## src/rtl/timer_evt_pkg.sv

```systemverilog
// -----------------------------------------------------------------------------
// timer_evt_pkg
//   Shared constants for the timer event capture block: event type encodings,
//   status bit positions and the width of one stored event record
//   ({type, stamp}).
// -----------------------------------------------------------------------------
package timer_evt_pkg;

   localparam logic [1:0] EVT_MATCH = 2'b01;
   localparam logic [1:0] EVT_OVF   = 2'b10;
   localparam logic [1:0] EVT_BOTH  = 2'b11;

   localparam int ST_MATCH = 0;
   localparam int ST_OVF   = 1;
   localparam int ST_DROP  = 2;

   // One FIFO record holds the 2-bit event type above the timestamp.
   function automatic int evt_rec_width(input int timer_width);
      return timer_width + 2;
   endfunction

endpackage

```

## src/rtl/timer_event_capture_if.sv

```systemverilog
// -----------------------------------------------------------------------------
// timer_event_capture_if
//   Event drain bus between the capture block and its consumer.
//   evt_pop   consumer -> capture : consume head entry
//   evt_valid capture -> consumer : head entry present
//   evt_type  capture -> consumer : head event type
//   evt_stamp capture -> consumer : head timestamp
//   evt_level capture -> consumer : FIFO occupancy
//   slave modport is used by the capture block, master by the consumer.
// -----------------------------------------------------------------------------
interface timer_event_capture_if #(
   parameter int TIMER_WIDTH = 16,
   parameter int FIFO_DEPTH  = 4
);

   logic                         evt_pop;
   logic                         evt_valid;
   logic [1:0]                   evt_type;
   logic [TIMER_WIDTH-1:0]       evt_stamp;
   logic [$clog2(FIFO_DEPTH):0]  evt_level;

   modport master (
      output evt_pop,
      input  evt_valid, evt_type, evt_stamp, evt_level
   );

   modport slave (
      input  evt_pop,
      output evt_valid, evt_type, evt_stamp, evt_level
   );

endinterface

```

## src/rtl/timer_evt_fifo.sv

```systemverilog
// -----------------------------------------------------------------------------
// timer_evt_fifo
//   Synchronous first-word-fall-through FIFO. The head entry is visible on
//   dout whenever valid is high; dout reads zero while empty.
//   clk, rst_n  clock, asynchronous active-low reset (control state only)
//   push, pop   requests; pop is ignored while empty, push is ignored while
//               full unless a pop happens in the same cycle
//   din, dout   write data, head data
//   valid, full occupancy flags derived from level
//   level       number of stored entries (0..DEPTH)
// -----------------------------------------------------------------------------
module timer_evt_fifo #(
   parameter int WIDTH = 18,
   parameter int DEPTH = 4
) (
   input  logic                     clk,
   input  logic                     rst_n,
   input  logic                     push,
   input  logic                     pop,
   input  logic [WIDTH-1:0]         din,
   output logic [WIDTH-1:0]         dout,
   output logic                     valid,
   output logic                     full,
   output logic [$clog2(DEPTH):0]   level
);

   localparam int AW = $clog2(DEPTH);
   localparam int LW = AW + 1;

   logic [WIDTH-1:0] mem [DEPTH];
   logic [AW-1:0]    wr_ptr;
   logic [AW-1:0]    rd_ptr;
   logic             do_push;
   logic             do_pop;

   // Occupancy alone decides full/empty, so equal pointers are never ambiguous.
   assign valid   = (level != '0);
   assign full    = (level == LW'(DEPTH));
   assign do_pop  = pop & valid;
   // When full, a simultaneous pop frees the head slot that wr_ptr points at.
   assign do_push = push & (~full | do_pop);
   assign dout    = valid ? mem[rd_ptr] : '0;

   always_ff @(posedge clk) begin
      if (do_push) mem[wr_ptr] <= din;
   end

   always_ff @(posedge clk or negedge rst_n) begin
      if (!rst_n) begin
         wr_ptr <= '0;
         rd_ptr <= '0;
         level  <= '0;
      end else begin
         if (do_push) wr_ptr <= wr_ptr + 1'b1;
         if (do_pop)  rd_ptr <= rd_ptr + 1'b1;
         case ({do_push, do_pop})
            2'b10:   level <= level + 1'b1;
            2'b01:   level <= level - 1'b1;
            default: level <= level;
         endcase
      end
   end

endmodule

```

## src/rtl/timer_event_capture.sv

```systemverilog
// -----------------------------------------------------------------------------
// timer_event_capture
//   Detects rising edges of the timer host's match/overflow flags, queues
//   each event with the timer_count sampled on the same edge, and raises a
//   maskable interrupt from sticky status bits.
//   clk, rst_n      clock, asynchronous active-low reset
//   timer_count     running timer value (timestamp source)
//   timer_overflow  overflow flag, rising edge = event
//   timer_match     compare-match flag, rising edge = event
//   timer_active    timer running flag (not used as a qualifier)
//   irq_mask        1 = mask status bit {drop, overflow, match}
//   irq_clear       write-one-to-clear strobes for irq_status
//   evt             event drain bus (slave side)
//   drop_count      saturating count of events lost to a full FIFO
//   irq_status      sticky {drop, overflow, match}
//   irq             registered OR of unmasked status bits
// -----------------------------------------------------------------------------
module timer_event_capture
   import timer_evt_pkg::*;
#(
   parameter int TIMER_WIDTH = 16,
   parameter int FIFO_DEPTH  = 4,
   parameter int DROP_WIDTH  = 8
) (
   input  logic                    clk,
   input  logic                    rst_n,
   input  logic [TIMER_WIDTH-1:0]  timer_count,
   input  logic                    timer_overflow,
   input  logic                    timer_match,
   input  logic                    timer_active,
   input  logic [2:0]              irq_mask,
   input  logic [2:0]              irq_clear,
   timer_event_capture_if.slave    evt,
   output logic [DROP_WIDTH-1:0]   drop_count,
   output logic [2:0]              irq_status,
   output logic                    irq
);

   localparam int REC_W = evt_rec_width(TIMER_WIDTH);
   localparam int LW    = $clog2(FIFO_DEPTH) + 1;

   logic             match_p1;
   logic             ovf_p1;
   logic             rise_match;
   logic             rise_ovf;
   logic             push;
   logic             drop;
   logic             fifo_full;
   logic             fifo_valid;
   logic [1:0]       rec_type;
   logic [REC_W-1:0] rec_in;
   logic [REC_W-1:0] rec_out;
   logic [LW-1:0]    fifo_level;
   logic [2:0]       st_set;
   logic             unused_active;

   // Events are edge-only; timer_active deliberately does not gate them.
   assign unused_active = timer_active;

   function automatic logic [DROP_WIDTH-1:0] sat_inc(input logic [DROP_WIDTH-1:0] v);
      return (&v) ? v : v + 1'b1;
   endfunction

   assign rise_match = timer_match & ~match_p1;
   assign rise_ovf   = timer_overflow & ~ovf_p1;
   assign push       = rise_match | rise_ovf;
   // A pop only frees space when an entry is actually present.
   assign drop       = push & fifo_full & ~(evt.evt_pop & fifo_valid);

   always_comb begin
      rec_type = EVT_MATCH;
      if (rise_match & rise_ovf) rec_type = EVT_BOTH;
      else if (rise_ovf)         rec_type = EVT_OVF;
   end

   assign rec_in = {rec_type, timer_count};

   always_comb begin
      st_set           = '0;
      st_set[ST_MATCH] = rise_match;
      st_set[ST_OVF]   = rise_ovf;
      st_set[ST_DROP]  = drop;
   end

   timer_evt_fifo #(
      .WIDTH (REC_W),
      .DEPTH (FIFO_DEPTH)
   ) u_fifo (
      .clk   (clk),
      .rst_n (rst_n),
      .push  (push),
      .pop   (evt.evt_pop),
      .din   (rec_in),
      .dout  (rec_out),
      .valid (fifo_valid),
      .full  (fifo_full),
      .level (fifo_level)
   );

   assign evt.evt_valid = fifo_valid;
   assign evt.evt_type  = rec_out[REC_W-1 -: 2];
   assign evt.evt_stamp = rec_out[TIMER_WIDTH-1:0];
   assign evt.evt_level = fifo_level;

   // ---- stage p1: edge history, drop counter, sticky status, irq ----
   always_ff @(posedge clk or negedge rst_n) begin
      if (!rst_n) begin
         match_p1   <= 1'b0;
         ovf_p1     <= 1'b0;
         drop_count <= '0;
         irq_status <= '0;
         irq        <= 1'b0;
      end else begin
         match_p1   <= timer_match;
         ovf_p1     <= timer_overflow;
         if (drop) drop_count <= sat_inc(drop_count);
         // Set wins over a coincident clear.
         irq_status <= (irq_status & ~irq_clear) | st_set;
         irq        <= |(irq_status & ~irq_mask);
      end
   end

endmodule

```

## src/flat_wrapper.sv

```systemverilog
// flat-port wrapper written by rule: the top's interface ports become plain ports
module timer_event_capture_flat import timer_evt_pkg::*;
#(
   parameter int TIMER_WIDTH = 16,
   parameter int FIFO_DEPTH  = 4,
   parameter int DROP_WIDTH  = 8
)
  (clk, rst_n, timer_count, timer_overflow, timer_match, timer_active, irq_mask, irq_clear, drop_count, irq_status, irq, evt_evt_pop, evt_evt_valid, evt_evt_type, evt_evt_stamp, evt_evt_level);
  timer_event_capture_if #(.TIMER_WIDTH(TIMER_WIDTH), .FIFO_DEPTH(FIFO_DEPTH)) evt_i ();
  input  logic clk;
  input  logic rst_n;
  input  logic [TIMER_WIDTH-1:0] timer_count;
  input  logic timer_overflow;
  input  logic timer_match;
  input  logic timer_active;
  input  logic [2:0] irq_mask;
  input  logic [2:0] irq_clear;
  output logic [DROP_WIDTH-1:0] drop_count;
  output logic [2:0] irq_status;
  output logic irq;
  input wire logic [$bits(evt_i.evt_pop)-1:0] evt_evt_pop;
  output wire logic [$bits(evt_i.evt_valid)-1:0] evt_evt_valid;
  output wire logic [$bits(evt_i.evt_type)-1:0] evt_evt_type;
  output wire logic [$bits(evt_i.evt_stamp)-1:0] evt_evt_stamp;
  output wire logic [$bits(evt_i.evt_level)-1:0] evt_evt_level;
  assign evt_i.evt_pop = evt_evt_pop;
  assign evt_evt_valid = evt_i.evt_valid;
  assign evt_evt_type = evt_i.evt_type;
  assign evt_evt_stamp = evt_i.evt_stamp;
  assign evt_evt_level = evt_i.evt_level;
  timer_event_capture #(.TIMER_WIDTH(TIMER_WIDTH), .FIFO_DEPTH(FIFO_DEPTH), .DROP_WIDTH(DROP_WIDTH)) u_core (.clk(clk), .rst_n(rst_n), .timer_count(timer_count), .timer_overflow(timer_overflow), .timer_match(timer_match), .timer_active(timer_active), .irq_mask(irq_mask), .irq_clear(irq_clear), .evt(evt_i), .drop_count(drop_count), .irq_status(irq_status), .irq(irq));
endmodule
```

## config.mk

```make
export PLATFORM = sky130hd
export DESIGN_NAME = timer_event_capture_flat
export DESIGN_NICKNAME = d
export VERILOG_FILES = /design/src/rtl/timer_evt_pkg.sv /design/src/rtl/timer_event_capture_if.sv /design/src/rtl/timer_evt_fifo.sv /design/src/rtl/timer_event_capture.sv /design/src/flat_wrapper.sv
export SDC_FILE = /design/constraint.sdc
export NUM_CORES = 1
export LEC_CHECK = 0
export BUFFER_PORTS_ARGS = -buffer_cell sky130_fd_sc_hd__buf_2
export CORE_UTILIZATION = 38
export DETAILED_ROUTE_END_ITERATION = 16
export HOLD_SLACK_MARGIN = 0.08
export RECOVER_POWER = 50
export SKIP_CTS_REPAIR_TIMING = 1
export SYNTH_ARGS = -nofsm -noshare
export SYNTH_HDL_FRONTEND = slang
export SYNTH_SLANG_ARGS = --single-unit
```

## constraint.sdc

```tcl
create_clock -name clk -period 3.7 [get_ports clk]
set_input_delay 0.185 -clock clk [delete_from_list [all_inputs] [get_ports clk]]
set_output_delay 0.185 -clock clk [all_outputs]
set_load 0.02 [all_outputs]
```

======== Word-level counts from Yosys, hierarchy flattened ========
Memories as Yosys holds them, arrays and structs flattened.
Index checks and enable logic that the tools add are counted.
operators by class
  bitwise logic cells ..................... 19
  eq/ne operators ......................... 3
  multiplexer cells ....................... 6
  reductions and logical operators ........ 5
  add/sub/neg operators ................... 5
operators with widths
  cell                   count
  $mux W18               1
  $add A8 B1 Y8 const B  1
  $reduce_and A8 Y1      1
  $and A1 B1 Y1          7
  $and A3 B3 Y3          2
  $not A3 Y3             2
  $pmux W3 S2            1
  $not A1 Y1             5
  $add A2 B1 Y2 const B  2
  $mux W2                2
  $add A3 B1 Y3 const B  1
  $eq A3 B3 Y1 const B   1
  $or A3 B3 Y3           1
  $reduce_bool A3 Y1     1
  $reduce_or A3 Y1       1
  $sub A3 B1 Y3 const B  1
  $eq A2 B1 Y1 const B   1
  $eq A2 B2 Y1 const B   1
  $mux W1                2
  $or A1 B1 Y1           2
  $reduce_and A2 Y1      1
  $reduce_bool A2 Y1     1
word-level totals
  memory bits (writable) .................. 72
  memories kept ........................... 1
  logic and storage cells ................. 47
  output and inout port bits .............. 34
  flip-flop bits (word level) ............. 21
memories
  memory             words  width  read ports  clocked after memory_dff  wr ports  line                  source
  u_core.u_fifo.mem  4      18     1           0                         1         timer_evt_fifo.sv:30  logic [WIDTH-1:0] mem [DEPTH];

======== Depth between registers and ports, before layout ========
Gate-level depths: netlist of the first run.
  depth after elaboration ................. 6
  depth in mapped cells ................... 9
  depth with buffers taken out ............ 8

======== Hierarchy ========
Synthesis of the first run repeated with hierarchy kept, for this count alone.
unflattened totals
  cells, all modules ...................... 223
  area, all modules ....................... 3916.3 um^2
modules (own cells, without submodules)
  module               cells an instance  area each (um^2)  sequential area each (um^2)  instances
  timer_evt_fifo       166                3223.1            2337.2                       1
  timer_event_capture  57                 693.2             350.3                        1

======== Least setup slack after synthesis of the first run ========
OpenSTA, ideal clock, no wires.
  path type ............................... flip-flop to flip-flop
  start point ............................. register u_core.u_fifo.level[1]
  end point ............................... register u_core.u_fifo.level[1]
  path slack .............................. 1451 ps
  path buffers ............................ 1
  arrival ................................. 2173 ps
  stages on the path, launching flop included .. 7
  clock period less this slack ............ 2249 ps
  cell sequence ........................... dfrtp_1 or3_2 clkbuf_1 nand3_1 fa_1 a211o_1 o21ai_1
on the way
  longest elaborated chain between the ends .. 6
ends and longest elaborated chain
  what                                                      line                  source
  from (decl)                                               timer_evt_fifo.sv:24  output logic [$clog2(DEPTH):0] level
  from (signal assigned)                                    timer_evt_fifo.sv:57  2'b10: level <= level + 1'b1;
  from (signal assigned)                                    timer_evt_fifo.sv:58  2'b01: level <= level - 1'b1;
  from (signal assigned)                                    timer_evt_fifo.sv:59  default: level <= level;
  $reduce_bool A3 Y1 (*)                                    timer_evt_fifo.sv:37  assign valid = (level != '0);
  named net evt_evt_valid                                   flat_wrapper.sv:22    output wire logic [$bits(evt_i.evt_valid)-1:0] evt_evt_valid;
  $and A1 B1 Y1 (*)                                         timer_evt_fifo.sv:39  assign do_pop = pop & valid;
  $or A1 B1 Y1                                              timer_evt_fifo.sv:41  assign do_push = push & (~full | do_pop);
  $and A1 B1 Y1                                             timer_evt_fifo.sv:41
  $eq A2 B1 Y1 / $eq A2 B2 Y1 (equally long branches)       timer_evt_fifo.sv:56  case ({do_push, do_pop})
  $pmux W3 S2 / $reduce_bool A2 Y1 (equally long branches)  --
Mark *: on every way through the listed nets, which the timed path passes. The rest lies on a longest branch.
A chain may end at the register's enable or synchronous reset.

======== Final worst setup path of the first run ========
  start point ............................. register u_core.u_fifo.rd_ptr[0]
  end point ............................... output evt_evt_stamp[0]
on the way
  longest elaborated chain between the ends .. 2
ends and longest elaborated chain
  what                    line                  source
  from (decl)             timer_evt_fifo.sv:32  logic [AW-1:0] rd_ptr;
  from (signal assigned)  timer_evt_fifo.sv:55  if (do_pop) rd_ptr <= rd_ptr + 1'b1;
  $mem_v2 Z4 W18          --
  $mux W18                timer_evt_fifo.sv:42  assign dout = valid ? mem[rd_ptr] : '0;
  to (decl)               flat_wrapper.sv:24    output wire logic [$bits(evt_i.evt_stamp)-1:0] evt_evt_stamp;
Every way passes these cells.

==> results of run 1 <==
==> sequential cells by signal, summed over array words and instances, names as in the netlist <==
name	flops
u_core.irq_status	3
u_core.ovf_p1	1
u_core.u_fifo.mem	72
u_core.u_fifo.level	3
u_core.drop_count	8
u_core.match_p1	1
u_core.u_fifo.wr_ptr	2
u_core.u_fifo.rd_ptr	2
u_core.irq	1
==> cell usage after synthesis <==
master     count
o22ai_1        1
nand3_1        4
nand2b_1       1
nor2_1         7
nor3_1         2
buf_2          5
o21ai_2        1
clkbuf_2       1
o2111ai_1      1
xor2_1         6
o21ai_0        5
a21oi_1        2
nor3b_1        2
ha_1           5
nand3b_1       1
nor4b_4        1
or3_2          1
or2_1          1
fa_1           1
and2_1        22
nand4_1        2
a211o_2        1
or3_1          1
and3_1         1
clkbuf_1       2
nand2_1        4
nor2b_1        3
o21bai_1       2
mux4_2        18
xnor2_1        4
o31a_1         1
edfxtp_1      72
o211ai_1       2
o21ai_1        2
buf_4          1
mux2_2         2
o31ai_1        1
inv_1          9
nor4_2         1
o21a_1         1
a211o_1        1
dfrtp_1       21
==> cells by family (layout without fill, tap and decap cells) <==
kind of cell               count (synthesis)  in the layout  share of synthesized area [%]
AOI/OAI and AO/OA                         21             21                           3.68
xor gates and xnor gates                  10             10                           2.28
adders and majority gates                  6              6                           2.15
buffers and inverters                     18            114                           2.05
DFF                                       93             93                           70.0
muxes                                     20             20                           11.2
and+or+nand+nor                           54             54                           8.64
==> per-layer routing <==
metal | vias up | part of all wire (%) | global-route usage [%]
met2 | 58 | 52 | 24.9
met4 | 0 | 0.92 | 4.29
met1 | 1063 | 42 | 16.3
met5 | - | 0 | 0
li1 | 1020 | - | -
met3 | 5 | 4.9 | 4.61
==> path summary, 6_finish.rpt <==
kind	from	end	slack (ns)	cells past startpoint
worst min-delay path	evt_evt_pop	u_core.u_fifo.rd_ptr[0]	0.16	3
worst min register to register	u_core.drop_count[7]	u_core.drop_count[7]	0.50	1
worst max-delay path	u_core.u_fifo.rd_ptr[0]	evt_evt_stamp[0]	1.20	4
max in group asynchronous	rst_n	u_core.u_fifo.level[1]	2.42	2
worst max register to register	u_core.u_fifo.level[1]	u_core.u_fifo.level[1]	1.43	5
min in group asynchronous	rst_n	u_core.drop_count[6]	0.58	2
==> cells in the final DEF (no fill, tap or decap), types with 2 or more instances in the layout <==
cell	netlist	final
edfxtp_1	72	72
clkbuf_1	2	32
buf_2	5	29
dlygate4sd3_1	0	23
and2_1	22	22
dfrtp_1	21	21
mux4_2	18	18
inv_1	9	9
clkbuf_8	0	9
nor2_1	7	7
xor2_1	6	6
o21ai_0	5	5
ha_1	5	5
buf_4	1	5
nand3_1	4	4
nand2_1	4	4
xnor2_1	4	4
nor2b_1	3	3
clkinvlp_4	0	3
o21bai_1	2	2
nand4_1	2	2
mux2_2	2	2
a21oi_1	2	2
nor3_1	2	2
o21ai_1	2	2
nor3b_1	2	2
o211ai_1	2	2
inv_8	0	2
==> cell type report <==
cell class	instances	area share, %
inverters	9	0.723
well taps	133	3.56
multi-input cells	111	22.9
clock buffers	9	2.65
clock inverters	7	1.26
repair buffers	89	11.4
flip-flops and latches	93	57.5
==> power by group through the flow <==
stage          clock [mW]  sequential [mW]  combinational [mW]
5_1_grt             0.695             1.55                1.34
3_3_place_gp            0             1.54                1.21
6_report            0.628             1.51                1.21
2_1_floorplan           0             1.49               0.881
4_1_cts             0.653             1.52                1.23
3_5_place_dp            0             1.55                1.22
==> through the flow <==
step / power (mW) / cell area [µm²]
2_1_floorplan: 2.37 / 3840
3_3_place_gp: 2.75 / 4300
3_5_place_dp: 2.77 / 4300
4_1_cts: 3.40 / 4490
5_1_grt: 3.59 / 4670
6_report: 3.35 / 4670
==> worst max-delay path: cells and delay by family (launching register included) <==
family                 cells  cell delay (ns)
DFF                        1             0.73
muxes                      1             0.54
buffers and inverters      2             0.52
and+or+nand+nor            1             0.17
==> run summary, run 1 <==
Proportion of layout cells with a drive suffix above 1: 23.6%
Core Box Area: 0.00977 mm²
Max-slew violations: 0
Post-Syn Area: 0.00384 mm²
Layout fillers: 892
Synthesized flop and latch total: 93
GRT Util Overall: 14.1%
Post-route DRC: 0
Fin crit period: 2.50 ns
PwrDens: 716 mW/mm²
First-pass GRT wire length: 10700 µm
Syn avg cell area: 17.3 µm²
Highest net fanout along the worst path: 11
I/O Pins: 62
Crit path largest cell delay: 0.73 ns
Nets: 347
Worst Hold Class: input pin to flop
WHS: 0.159 ns
GRT Residual Overflow: 0
GP Congestion: 0.762
Initial antenna violation count: 0
Post-DP HPWL: 4290 µm
Post-synthesis sequential area ratio: 70.0%
Final Util: 47.8%
Multi-input gate area: 0.00107 mm²
Worst-path clk slew: 0.09 ns
Vias in the first global route: 2140
PortBufs: 60
Finished Layout Cells: 451
CP Launch Type: flop
Largest cells by area after synthesis: edfxtp_1 (56%), dfrtp_1 (14%), mux4_2 (11%)
CTS tree: yes
P_leak: 1.70 nW
Yosys cell types: 42
Root buf cell: clkbuf_8
Status: completed
Syn Inst Count: 222
Site Rows: 36
Starting density of the core: 39.3%
Slew HR: 21.8%
Post-layout worst setup margin: 1.20 ns
TNS Setup: 0 ns
Cell total after placement: 412
Critical Path End Type: output pin
DRT antenna net count: 0
Pre-antenna DRT Iters: 4
Switch share: 35.7%
Internal power: 2.15 mW
Vias/cell: 4.76
Critical path type: flop to output pin
Routed wire length: 6810 µm
CTS max path bufs: 2
Max Freq: 399 MHz
Max Clock Skew: 0.00786 ns
Worst VDD drop: 0.344 mV
Clock share of power: 18.7%
Crit path cell chain: buf_4, mux4_2, and2_1, buf_2
Endpoints failing hold: 0
TritonCTS buffer count: 9
CP arrival: 2.32 ns
DRT iter0 DRCs: 51
Area grow syn2layout: 21.8%
Cell taking the most area after synthesis: edfxtp_1
Die height: 102 µm
Count of max-cap constraint violations: 0
Worst-skew pair later-pin latency: 0.36 ns
Critical path's slowest cell: dfrtp_1
Reg area: 0.00269 mm²
DIE AREA: 0.0105 mm²
Detailed-route via count: 2146
Post-Syn Nets: 256
Sequential Power Share: 45.2%
Die extent in x: 102 µm
WL/cell: 15.1 µm
Crit path required time: 3.51 ns
Synth warn: 0
Top cell type's share of synthesized area: 56.3%
H-tree lvl count: 3
Combinational share of power: 36.1%
# clock sinks: 93
Least-Margin Pin Slew: 1.17 ns
Setup WS pre-CTS: 1.40 ns
Final antenna diode count: 0
RSZ-0062 raised after global routing: no
# setup viols final: 0
Largest net degree at the start of global routing: 23
Psw: 1.20 mW
Final period util: 67.7%
Power figures use the tool's default switching activity.
==> run 2: changes to the inputs <==
==> constraint.sdc (replaced) <==
create_clock -name clk -period 2.41 [get_ports clk]
set_input_delay 0.1205 -clock clk [delete_from_list [all_inputs] [get_ports clk]]
set_output_delay 0.1205 -clock clk [all_outputs]
set_load 0.02 [all_outputs]
==> run summary, run 2 (synthesized netlist as in run 1, its figures left out) <==
Status: completed
Detailed-route via count: 2136
Final antenna diode count: 0
Leading registers by flop count: u_core.u_fifo.mem (72), u_core.drop_count (8)
Count of max-cap constraint violations: 0
Largest reg by FF count: u_core.u_fifo.mem
CP arrival: 1.94 ns
I/O Pins: 62
Fin crit period: 2.07 ns
Max reg flops: 72
Worst VDD drop: 0.452 mV
Vias in the first global route: 2100
GRT Util Overall: 13.9%
# clock sinks: 93
DRT iter0 DRCs: 59
Critical path's slowest cell: dfrtp_1
WP buf/inv: 2
GRT Residual Overflow: 0
Max Freq: 484 MHz
WL/cell: 14.9 µm
Crit path cell chain: buf_12, mux4_2, and2_1, buf_2
Endpoints failing hold: 0
Worst Hold Class: input pin to flop
Worst-skew pair later-pin latency: 0.35 ns
Nets: 350
Highest net fanout along the worst path: 16
Die height: 102 µm
Site Rows: 36
Least-Margin Pin Slew: 1.17 ns
RSZ-0062 raised after global routing: no
TNS Setup: 0 ns
DIE AREA: 0.0105 mm²
Crit path largest cell delay: 0.52 ns
Post-route DRC: 0
Pre-antenna DRT Iters: 4
Final period util: 85.7%
Largest net degree at the start of global routing: 22
Max-slew violations: 0
Max Clock Skew: 0.00889 ns
H-tree lvl count: 3
Commonest non-fill, non-tap cell in the layout: edfxtp_1
Initial antenna violation count: 0
Proportion of layout cells with a drive suffix above 1: 24.0%
Layout fillers: 869
P_leak: 1.74 nW
Crit path required time: 2.29 ns
DRT antenna net count: 0
First-pass GRT wire length: 10400 µm
Slew HR: 21.8%
Most frequent cells in the layout: edfxtp_1 (72), clkbuf_1 (33), buf_2 (29)
Routed wire length: 6760 µm
Area grow syn2layout: 24.0%
CP Launch Type: flop
Critical path type: flop to output pin
Die extent in x: 102 µm
CTS tree: yes
Starting density of the core: 39.3%
PwrDens: 1120 mW/mm²
Critical Path End Type: output pin
Worst-path clk slew: 0.08 ns
Post-layout worst setup margin: 0.345 ns
Vias/cell: 4.70
Setup WS pre-CTS: 0.483 ns
# setup viols final: 0
TritonCTS buffer count: 9
GP Congestion: 0.748
Crit-path leading delay family: flip-flops
PortBufs: 60
Root buf cell: clkbuf_8
Core Box Area: 0.00977 mm²
Post-DP HPWL: 4320 µm
CTS max path bufs: 2
==> run 2: per-layer routing <==
metal	up-vias	global-route usage, %	wire (µm)
li1	1022	-	-
met1	1050	15.4	2810
met3	5	4.75	341
met4	0	3.96	73
met5	-	0	0
met2	59	25.1	3540
==> run 2: worst min-delay path: cells and delay by family <==
family        cells  cell delay [ns]
xor+xnor          1             0.06
buf+inv           1             0.16
simple gates      1             0.09
==> run 2: stage by stage <==
stage                     utilization, %  cells  hold WS (ns)  cell area [µm²]  total power, mW
final                               48.7    454         0.104             4760             5.35
after global routing                48.7    454         0.102             4760             5.69
after CTS                           46.8    431        -0.270             4570             5.43
after detailed placement            44.5    415         0.119             4350             4.30
after global placement              44.5    415         0.112             4350             4.27
after floorplan                        -    222        -0.175             3840             3.64
==> run 2: report_power, final <==
group,internal (mW),switching (mW),leakage [nW]
Combinational,0.903,1.08,0.713
Clock,0.592,0.527,0.104
Sequential,2.06,0.186,0.922
Total,3.55,1.80,1.74
==> run 2: final cells by class <==
| cell class | count | area, µm² | area share (%) |
|---|---|---|---|
| clock buffers | 10 | 128 | 2.68 |
| repair buffers | 92 | 581 | 12.2 |
| multi-input cells | 111 | 1070 | 22.5 |
| inverters | 9 | 33.8 | 0.710 |
| flip-flops and latches | 93 | 2690 | 56.5 |
| clock inverters | 6 | 92.6 | 1.95 |
| well taps | 133 | 166 | 3.50 |
==> run 2: final timing paths <==
path                                            to                     from  slack, ns  cells after the start
setup / recovery                   evt_evt_type[1]  u_core.u_fifo.rd_ptr[0]       0.34                      4
hold / removal             u_core.u_fifo.rd_ptr[0]              evt_evt_pop       0.10                      3
setup reg to reg            u_core.u_fifo.level[1]   u_core.u_fifo.level[1]       0.46                      5
hold reg to reg               u_core.drop_count[7]     u_core.drop_count[7]       0.50                      1
max in group asynchronous     u_core.irq_status[2]                    rst_n       1.19                      2
min in group asynchronous   u_core.u_fifo.level[2]                    rst_n       0.52                      2
==> run 3: changes to the inputs <==
==> constraint.sdc (replaced) <==
create_clock -name clk -period 1.98 [get_ports clk]
set_input_delay 0.099 -clock clk [delete_from_list [all_inputs] [get_ports clk]]
set_output_delay 0.099 -clock clk [all_outputs]
set_load 0.02 [all_outputs]
==> run summary, run 3 (synthesized netlist as in run 1, its figures left out) <==
Post-DP HPWL: 4360 µm
Worst Hold Class: input pin to flop
Proportion of layout cells with a drive suffix above 1: 36.0%
Critical Path End Type: output pin
Pre-antenna DRT Iters: 4
Status: completed
Least-Margin Pin Slew: 0.479 ns
GRT Residual Overflow: 0
Crit path required time: 1.88 ns
Site Rows: 36
Fin crit period: 1.91 ns
WL/cell: 15.6 µm
Vias/cell: 4.81
P_leak: 1.86 nW
Final Util: 49.4%
DRT iter0 DRCs: 92
Slew HR: 68.1%
PortBufs: 60
Worst VDD drop: 0.650 mV
GRT Util Overall: 14.2%
Critical path type: flop to output pin
Final Power: 6.50 mW
Core Box Area: 0.00977 mm²
CTS tree: yes
Max Freq: 525 MHz
Endpoints failing hold: 0
Vias in the first global route: 2135
CP arrival: 1.81 ns
Detailed-route via count: 2202
H-tree lvl count: 3
Worst-path clk slew: 0.09 ns
Max reg flops: 72
# setup viols final: 0
Largest net degree at the start of global routing: 22
Global Route met3 Usage: 4.07%
GP Congestion: 0.751
Root buf cell: clkbuf_8
Worst-skew pair later-pin latency: 0.36 ns
Final antenna diode count: 0
Highest net fanout along the worst path: 8
DRT antenna net count: 0
I/O Pins: 62
Area grow syn2layout: 25.9%
Die extent in x: 102 µm
Nets: 354
Post-route DRC: 0
Routed wire length: 7120 µm
# clock sinks: 93
Max Clock Skew: 0.0140 ns
TNS Setup: 0 ns
Initial antenna violation count: 0
CTS max path bufs: 2
Die height: 102 µm
Final period util: 96.3%
PwrDens: 1340 mW/mm²
Count of max-cap constraint violations: 0
GR met2 Demand/Resource: 23.3%
Max-slew violations: 0
Most frequent cells in the layout: edfxtp_1 (72), buf_2 (60), dlygate4sd3_1 (24)
DIE AREA: 0.0105 mm²
Largest reg by FF count: u_core.u_fifo.mem
First-pass GRT wire length: 10800 µm
Leading registers by flop count: u_core.u_fifo.mem (72), u_core.drop_count (8)
CP Launch Type: flop
Starting density of the core: 39.3%
Hold Path Depth: 3
Commonest non-fill, non-tap cell in the layout: edfxtp_1
M1 GR Usage: 18.0%
R2R depth: 5
Most Crowded Layer GR: met2
TritonCTS buffer count: 9
run 3: where the power goes:
group          switching, mW  internal [mW]  total (mW)  leakage [nW]
clock                  0.731          0.490        1.22        0.0993
sequential             0.216           2.52        2.73         0.918
combinational           1.36           1.19        2.55         0.845
total                   2.31           4.19        6.50          1.86
run 3: cell type report:
class                           instances  area, µm²
Clock inverter                          7       67.6
Timing Repair Buffer                   96        673
Sequential cell                        93       2690
Tap cell                              133        166
Inverter                                9       33.8
Clock buffer                            9        124
Fill cell                             838       4940
Multi-Input combinational cell        111       1070
run 3: path summary, 6_finish.rpt:
| kind | startpoint | end | slack, ns |
|---|---|---|---|
| min in group asynchronous | rst_n | u_core.u_fifo.level[0] | 0.21 |
| worst max register to register | u_core.u_fifo.level[1] | u_core.u_fifo.level[1] | 0.16 |
| worst min-delay path | evt_evt_pop | u_core.u_fifo.rd_ptr[0] | 0.09 |
| max in group asynchronous | rst_n | u_core.u_fifo.rd_ptr[0] | 1.40 |
| worst min register to register | u_core.u_fifo.rd_ptr[1] | u_core.u_fifo.rd_ptr[1] | 0.48 |
| worst max-delay path | u_core.u_fifo.rd_ptr[0] | evt_evt_stamp[12] | 0.07 |
run 3: worst max-delay path, stage by stage, from the launching register on:
cell	delay (ns)
dfrtp_2	0.45
clkbuf_16	0.20
mux4_2	0.50
and2_1	0.16
buf_2	0.15
run 3: per-stage QoR:
step | setup WS [ns] | cells | instance area (µm²) | hold slack (ns)
detailed placement | 0.157 | 417 | 4370 | 0.0888
floorplan | 0.0112 | 222 | 3850 | -0.197
global route | -0.000735 | 458 | 4830 | 0.102
CTS | 0.0561 | 433 | 4570 | -0.303
global placement | 0.189 | 417 | 4370 | 0.0912
finish | 0.0737 | 458 | 4830 | 0.0913
run 3: metal layers:
| metal | vias up | wire, µm |
|---|---|---|
| li1 | 1040 | - |
| met1 | 1094 | 3150 |
| met2 | 63 | 3570 |
| met3 | 5 | 323 |
| met4 | 0 | 74 |
| met5 | - | 0 |
